### config.mk
export PLATFORM = sky130hd
export DESIGN_NAME = lc3_fetch_stage
export DESIGN_NICKNAME = d
export VERILOG_FILES = /design/src/rtl/lc3_fetch_stage.sv
export SDC_FILE = /design/constraint.sdc
export NUM_CORES = 1
export LEC_CHECK = 0
export CELL_PAD_IN_SITES_DETAIL_PLACEMENT = 1
export CELL_PAD_IN_SITES_GLOBAL_PLACEMENT = 2
export CORE_MARGIN = 5
export CORE_UTILIZATION = 34
export CTS_BUF_LIST = sky130_fd_sc_hd__clkbuf_16
export CTS_CLUSTER_SIZE = 28
export DETAILED_ROUTE_END_ITERATION = 12
export GPL_ROUTABILITY_DRIVEN = 0
export PLACE_DENSITY = 0.87
export SKIP_CTS_REPAIR_TIMING = 1
export SLEW_MARGIN = 25
export SYNTH_ARGS = -nofsm -noshare
export SYNTH_HDL_FRONTEND = slang
export SYNTH_SLANG_ARGS = --single-unit
### constraint.sdc
create_clock -name clock -period 2.42 [get_ports clock]
set_clock_uncertainty 0.1 [all_clocks]
set_input_delay 0.605 -clock clock [delete_from_list [all_inputs] [get_ports clock]]
set_output_delay 0.605 -clock clock [all_outputs]
set_load 0.05 [all_outputs]
### src/rtl/lc3_fetch_stage.sv
// LC-3 fetch stage: owns the PC, issues 1-cycle-latency instruction reads and
// presents instructions to decode through a one-entry skid register.
module lc3_fetch_stage #(
   parameter int            IW       = 16,
   parameter logic [IW-1:0] PC_RESET = IW'(16'h3000)
) (
   input  logic          clock,
   input  logic          reset,
   input  logic          enable_fetch,
   input  logic          stall,
   input  logic          br_taken,
   input  logic [IW-1:0] taddr,
   output logic          imem_rd,
   output logic [IW-1:0] pc,
   input  logic [IW-1:0] imem_rdata,
   output logic [IW-1:0] npc_in,
   output logic [IW-1:0] Imem_dout,
   output logic          enable_decode
);

   logic          issue;
   logic          fresh;
   logic          rd_pend;
   logic          discard;
   logic [IW-1:0] rd_npc;
   logic          skid_valid;
   logic [IW-1:0] skid_data;
   logic [IW-1:0] skid_npc;

   assign issue   = enable_fetch & ~stall & ~br_taken;
   assign imem_rd = reset & issue;

   // Read data on imem_rdata this cycle belongs to an instruction we still want.
   assign fresh = rd_pend & ~discard;

   always_ff @(posedge clock or negedge reset) begin
      if (!reset) begin
         pc      <= PC_RESET;
         rd_pend <= 1'b0;
         discard <= 1'b0;
      end else begin
         rd_pend <= issue;
         discard <= br_taken & rd_pend;
         if (br_taken)
            pc <= taddr;
         else if (issue)
            pc <= pc + IW'(1);
      end
   end

   // NOTE: pure data registers are left without reset; their valid bits
   // (rd_pend, skid_valid) are reset, so stale contents are never consumed.
   always_ff @(posedge clock) begin
      if (issue)
         rd_npc <= pc + IW'(1);
      if (stall && !br_taken && fresh) begin
         skid_data <= imem_rdata;
         skid_npc  <= rd_npc;
      end
   end

   always_ff @(posedge clock or negedge reset) begin
      if (!reset) begin
         skid_valid    <= 1'b0;
         enable_decode <= 1'b0;
         Imem_dout     <= '0;
         npc_in        <= '0;
      end else if (br_taken) begin
         skid_valid    <= 1'b0;
         enable_decode <= 1'b0;
      end else if (stall) begin
         // Outputs hold; the stall cycle issues nothing, so the skid cannot overflow.
         if (fresh)
            skid_valid <= 1'b1;
      end else if (skid_valid) begin
         Imem_dout     <= skid_data;
         npc_in        <= skid_npc;
         enable_decode <= 1'b1;
         skid_valid    <= 1'b0;
      end else if (fresh) begin
         Imem_dout     <= imem_rdata;
         npc_in        <= rd_npc;
         enable_decode <= 1'b1;
      end else begin
         enable_decode <= 1'b0;
      end
   end

endmodule

==> metrics.txt <==
# TYPE chip_impl_metric gauge
chip_impl_info{name="status",value="finished, final reports clean"} 1
chip_impl_metric{name="die-height",unit="um"} 121.0
chip_impl_metric{name="critPathMaxStageDelay",unit="ps"} 850
chip_impl_metric{name="cts_made_buffers",unit=""} 9
chip_impl_info{name="path_class",value="register to primary output"} 1
chip_impl_metric{name="count_of_unique_library_cells_instantiated_by_yosys",unit=""} 37
chip_impl_metric{name="clkLatencyLatePin",unit="ps"} 340
chip_impl_metric{name="nets",unit=""} 469
chip_impl_metric{name="track_usage",unit="%"} 14.13
chip_impl_metric{name="core_area",unit="um^2"} 12060
chip_impl_metric{name="dp.cells",unit=""} 588
chip_impl_metric{name="final_period_minus_worst_setup_slack",unit="ps"} 2340
chip_impl_metric{name="post_synth_inst_count",unit=""} 337
chip_impl_metric{name="initial_utilization",unit="%"} 34.72
chip_impl_info{name="synthTopCellsByArea",value="sky130_fd_sc_hd__edfxtp_1, sky130_fd_sc_hd__dfrtp_1, sky130_fd_sc_hd__mux2i_1, sky130_fd_sc_hd__o21ai_0, sky130_fd_sc_hd__nand2_1"} 1
chip_impl_metric{name="floorplan.die.width",unit="um"} 121.0
chip_impl_metric{name="power_density_relative_to_cell_area",unit="nW/um^2"} 835.9
chip_impl_metric{name="top_level_pins",unit=""} 87
chip_impl_metric{name="fmax",unit="MHz"} 427.3
chip_impl_metric{name="vdd_drop_max",unit="uV"} 351.8
chip_impl_metric{name="setup_viol",unit=""} 0
chip_impl_metric{name="avgViaCountPerCell",unit=""} 4.621
chip_impl_metric{name="syn_nets",unit=""} 375
chip_impl_metric{name="first_global_vias",unit=""} 3078
chip_impl_metric{name="cell_internal_pwr",unit="uW"} 3177
chip_impl_info{name="regToRegStartpoint",value="pc[4]"} 1
chip_impl_metric{name="clk_path_buf_depth",unit=""} 2
chip_impl_metric{name="pwr-share-seq",unit="%"} 44.6
chip_impl_info{name="root_buffer_cell",value="sky130_fd_sc_hd__clkbuf_16"} 1
chip_impl_metric{name="wl",unit="um"} 9840
chip_impl_metric{name="postRouteAntennaNets",unit=""} 0
chip_impl_metric{name="areaGrowthSynthToFinish",unit="%"} 34.60
chip_impl_metric{name="antenna_found_initial",unit=""} 0
chip_impl_metric{name="core.rowCount",unit=""} 40
chip_impl_info{name="hp-class",value="register to register"} 1
chip_impl_metric{name="dp_hpwl",unit="um"} 7171
chip_impl_info{name="worstSetupStartpoint",value="pc[9]"} 1
chip_impl_metric{name="grt_pass1_wl",unit="um"} 16220
chip_impl_metric{name="critPathRequiredTime",unit="ps"} 1710
chip_impl_info{name="rsz0062_at_grt",value="false"} 1
chip_impl_info{name="netlist.top_cell.by_area",value="sky130_fd_sc_hd__edfxtp_1"} 1
chip_impl_metric{name="finalCritPeriodShare",unit="%"} 96.71
chip_impl_metric{name="leakage",unit="uW"} 0.002136
chip_impl_metric{name="globalRouteOverflowTotal",unit=""} 0
chip_impl_metric{name="power.clock.fraction",unit="%"} 29.1
chip_impl_metric{name="post_route_cells_drive_above_1_share",unit="%"} 10.32
chip_impl_metric{name="numClockSinks",unit=""} 100
chip_impl_metric{name="tightestPinTransition",unit="ps"} 701.3
chip_impl_info{name="worst_hold_startpoint",value="rd_npc[6]"} 1
chip_impl_metric{name="numPortBuffers",unit=""} 86
chip_impl_metric{name="h-tree-depth",unit=""} 3
chip_impl_metric{name="crit_arrival",unit="ps"} 1640
chip_impl_info{name="end_kind",value="primary output"} 1
chip_impl_metric{name="drt-pass1-iter-count",unit=""} 4
chip_impl_metric{name="cp.buffers_inverters",unit=""} 1
chip_impl_info{name="crit_chain",value="clkdlybuf4s50_1"} 1
chip_impl_metric{name="vias",unit=""} 2791
chip_impl_info{name="startpoint_type",value="register"} 1
chip_impl_metric{name="drt-initial-drc-count",unit=""} 85
chip_impl_metric{name="power_switching_share",unit="%"} 32.57
chip_impl_metric{name="drv.max_cap_violation_count",unit=""} 0
chip_impl_metric{name="slew-limit-headroom",unit="%"} 53.24
chip_impl_metric{name="switching_power",unit="uW"} 1535
chip_impl_metric{name="critical_path.max_fanout",unit=""} 5
chip_impl_metric{name="synth.yosys.warnings",unit=""} 0
chip_impl_metric{name="layoutNonFillerInstCount",unit=""} 604
chip_impl_metric{name="maximum_number_of_pins_on_one_net_before_global_route_repair",unit=""} 53
chip_impl_info{name="worst_path_dominant_cell_family",value="buffers and inverters"} 1
chip_impl_info{name="crit_path_top_delay_cell",value="sky130_fd_sc_hd__clkdlybuf4s50_1"} 1
chip_impl_metric{name="detailed_place.area",unit="um^2"} 5346
chip_impl_metric{name="timing.hold.ws",unit="ps"} 348.8
chip_impl_metric{name="slew_violations",unit=""} 0
chip_impl_metric{name="ys_ff_latch",unit=""} 100
chip_impl_metric{name="share_comb_of_total_power",unit="%"} 26.3
chip_impl_metric{name="design_area",unit="um^2"} 5637
chip_impl_metric{name="synthesis.area_per_instance",unit="um^2"} 12.43
chip_impl_info{name="cts_tree",value="done"} 1
chip_impl_metric{name="mappedNetlistArea",unit="um^2"} 4188
chip_impl_metric{name="filler_cell_count",unit=""} 1293
chip_impl_metric{name="path_clk_slew",unit="ps"} 70
chip_impl_metric{name="antenna-diode-count",unit=""} 0
chip_impl_metric{name="drcViolationCount",unit=""} 0
chip_impl_metric{name="die_area",unit="um^2"} 14640
chip_impl_metric{name="synth_sequential_area_ratio",unit="%"} 65.55
chip_impl_metric{name="power.total",unit="uW"} 4712
chip_impl_metric{name="timing.final.hold_violations",unit=""} 0
chip_impl_metric{name="detail_route.wl_per_cell",unit="um"} 16.29
chip_impl_metric{name="synth_largest_type_area_fraction",unit="%"} 34.42
==> sequential cells by signal (all words and copies together) (netlist names) <==
register	flops
Imem_dout	16
discard	1
enable_decode	1
npc_in	16
pc	16
rd_npc	16
rd_pend	1
skid_data	16
skid_npc	16
skid_valid	1
==> through the flow <==
step / worst slack (ps) / setup TNS, ps / util, %
after floorplan: 175.3 / 0 / -
after global placement: 119.8 / 0 / 44.33
after detailed placement: 73.79 / 0 / 44.33
after CTS: -1.758 / -1.758 / 46.67
after global routing: 4.615 / 0 / 46.73
final: 79.65 / 0 / 46.73
==> placed cells by master, fill, tap and decap left out, types with 3 or more instances in the layout <==
cell type / synthesis / final
sky130_fd_sc_hd__clkdlybuf4s50_1: 0 / 76
sky130_fd_sc_hd__nand2_1: 52 / 52
sky130_fd_sc_hd__dfrtp_1: 50 / 49
sky130_fd_sc_hd__edfxtp_1: 48 / 48
sky130_fd_sc_hd__o21ai_0: 45 / 45
sky130_fd_sc_hd__mux2i_1: 34 / 34
sky130_fd_sc_hd__buf_4: 1 / 21
sky130_fd_sc_hd__xnor2_1: 14 / 14
sky130_fd_sc_hd__xor2_1: 12 / 12
sky130_fd_sc_hd__nor2_1: 12 / 12
sky130_fd_sc_hd__nor3_1: 9 / 9
sky130_fd_sc_hd__clkbuf_16: 0 / 9
sky130_fd_sc_hd__nand3_1: 6 / 6
sky130_fd_sc_hd__clkinv_1: 0 / 4
sky130_fd_sc_hd__buf_12: 0 / 4
sky130_fd_sc_hd__inv_1: 3 / 3
sky130_fd_sc_hd__nor2b_1: 3 / 3
sky130_fd_sc_hd__nor4_1: 3 / 3
sky130_fd_sc_hd__dlymetal6s2s_1: 0 / 3
==> kinds of logic after synthesis <==
group / count (synthesis) / share of synthesized area (%)
xor+xnor: 26 / 5.438
buf+inv: 25 / 2.599
mux: 34 / 8.127
fa+ha+maj: 1 / 0.2987
compound gates: 51 / 6.394
simple gates: 100 / 11.59
flops: 100 / 65.55
==> worst reg2reg max path: stages (launching register included) <==
cell and delay [ps]:
sky130_fd_sc_hd__dfrtp_1 560, sky130_fd_sc_hd__nand4_4 210, sky130_fd_sc_hd__or2_1 390, sky130_fd_sc_hd__or4b_1 540
sky130_fd_sc_hd__a31oi_1 220
==> cell usage after synthesis <==
cell type / count
sky130_fd_sc_hd__nand2_1: 52
sky130_fd_sc_hd__clkbuf_1: 16
sky130_fd_sc_hd__nand4_4: 1
sky130_fd_sc_hd__mux2i_1: 34
sky130_fd_sc_hd__or4b_1: 1
sky130_fd_sc_hd__o41ai_1: 2
sky130_fd_sc_hd__ha_1: 1
sky130_fd_sc_hd__nor2_1: 12
sky130_fd_sc_hd__edfxtp_1: 48
sky130_fd_sc_hd__buf_1: 1
sky130_fd_sc_hd__buf_4: 1
sky130_fd_sc_hd__nand3_1: 6
sky130_fd_sc_hd__nor4_2: 1
sky130_fd_sc_hd__o21ai_0: 45
sky130_fd_sc_hd__nor3_1: 9
sky130_fd_sc_hd__buf_6: 1
sky130_fd_sc_hd__nor3b_1: 1
sky130_fd_sc_hd__a31oi_1: 2
sky130_fd_sc_hd__o21ai_1: 1
sky130_fd_sc_hd__a22oi_1: 1
sky130_fd_sc_hd__dfstp_2: 2
sky130_fd_sc_hd__nand4_1: 2
sky130_fd_sc_hd__or2_1: 1
sky130_fd_sc_hd__nand3b_1: 1
sky130_fd_sc_hd__nor4_1: 3
sky130_fd_sc_hd__and2_1: 1
sky130_fd_sc_hd__nand4_2: 1
sky130_fd_sc_hd__or3b_1: 1
sky130_fd_sc_hd__nand2b_1: 1
sky130_fd_sc_hd__inv_1: 3
sky130_fd_sc_hd__buf_2: 3
sky130_fd_sc_hd__nor2b_1: 3
sky130_fd_sc_hd__and4_1: 1
sky130_fd_sc_hd__and3_1: 2
sky130_fd_sc_hd__xor2_1: 12
sky130_fd_sc_hd__dfrtp_1: 50
sky130_fd_sc_hd__xnor2_1: 14
==> area by class of cell <==
class / instances / area [um^2] / share of cell area, %
Clock inverter: 7 / 57.56 / 1.021
Tap cell: 168 / 210.2 / 3.729
Timing Repair Buffer: 105 / 1041 / 18.47
Inverter: 3 / 11.26 / 0.1998
Multi-Input combinational cell: 212 / 1345 / 23.86
Clock buffer: 9 / 225.2 / 3.996
Sequential cell: 100 / 2746 / 48.72
==> power by group through the flow <==
stage          clock (uW)  sequential (uW)  combinational, uW
2_1_floorplan           0             2650                223
3_3_place_gp            0             2130               1230
3_5_place_dp            0             2140               1260
4_1_cts              1430             2100               1260
5_1_grt              1500             2130               1310
6_report             1370             2100               1240
==> path summary, 6_finish.rpt <==
| check | depth (start not counted) | endpoint | slack (ps) |
|---|---|---|---|
| max | 1 | pc[9] | 80 |
| min | 0 | skid_npc[6] | 350 |
| max reg2reg | 4 | pc[14] | 310 |
| min reg2reg | 0 | skid_npc[6] | 350 |
| max in group asynchronous | 2 | skid_valid | 1310 |
| min in group asynchronous | 2 | Imem_dout[14] | 410 |
==> per-layer routing <==
layer  track usage [%]  vias up  share of wire [%]
met5                 0        -                  0
met4             3.824        0                1.3
met3             4.149       13                5.0
met2             22.79       74                 46
met1             18.63     1330                 48
li1                  -     1374                  -
Note: power is estimated with default switching activity, not from simulation.
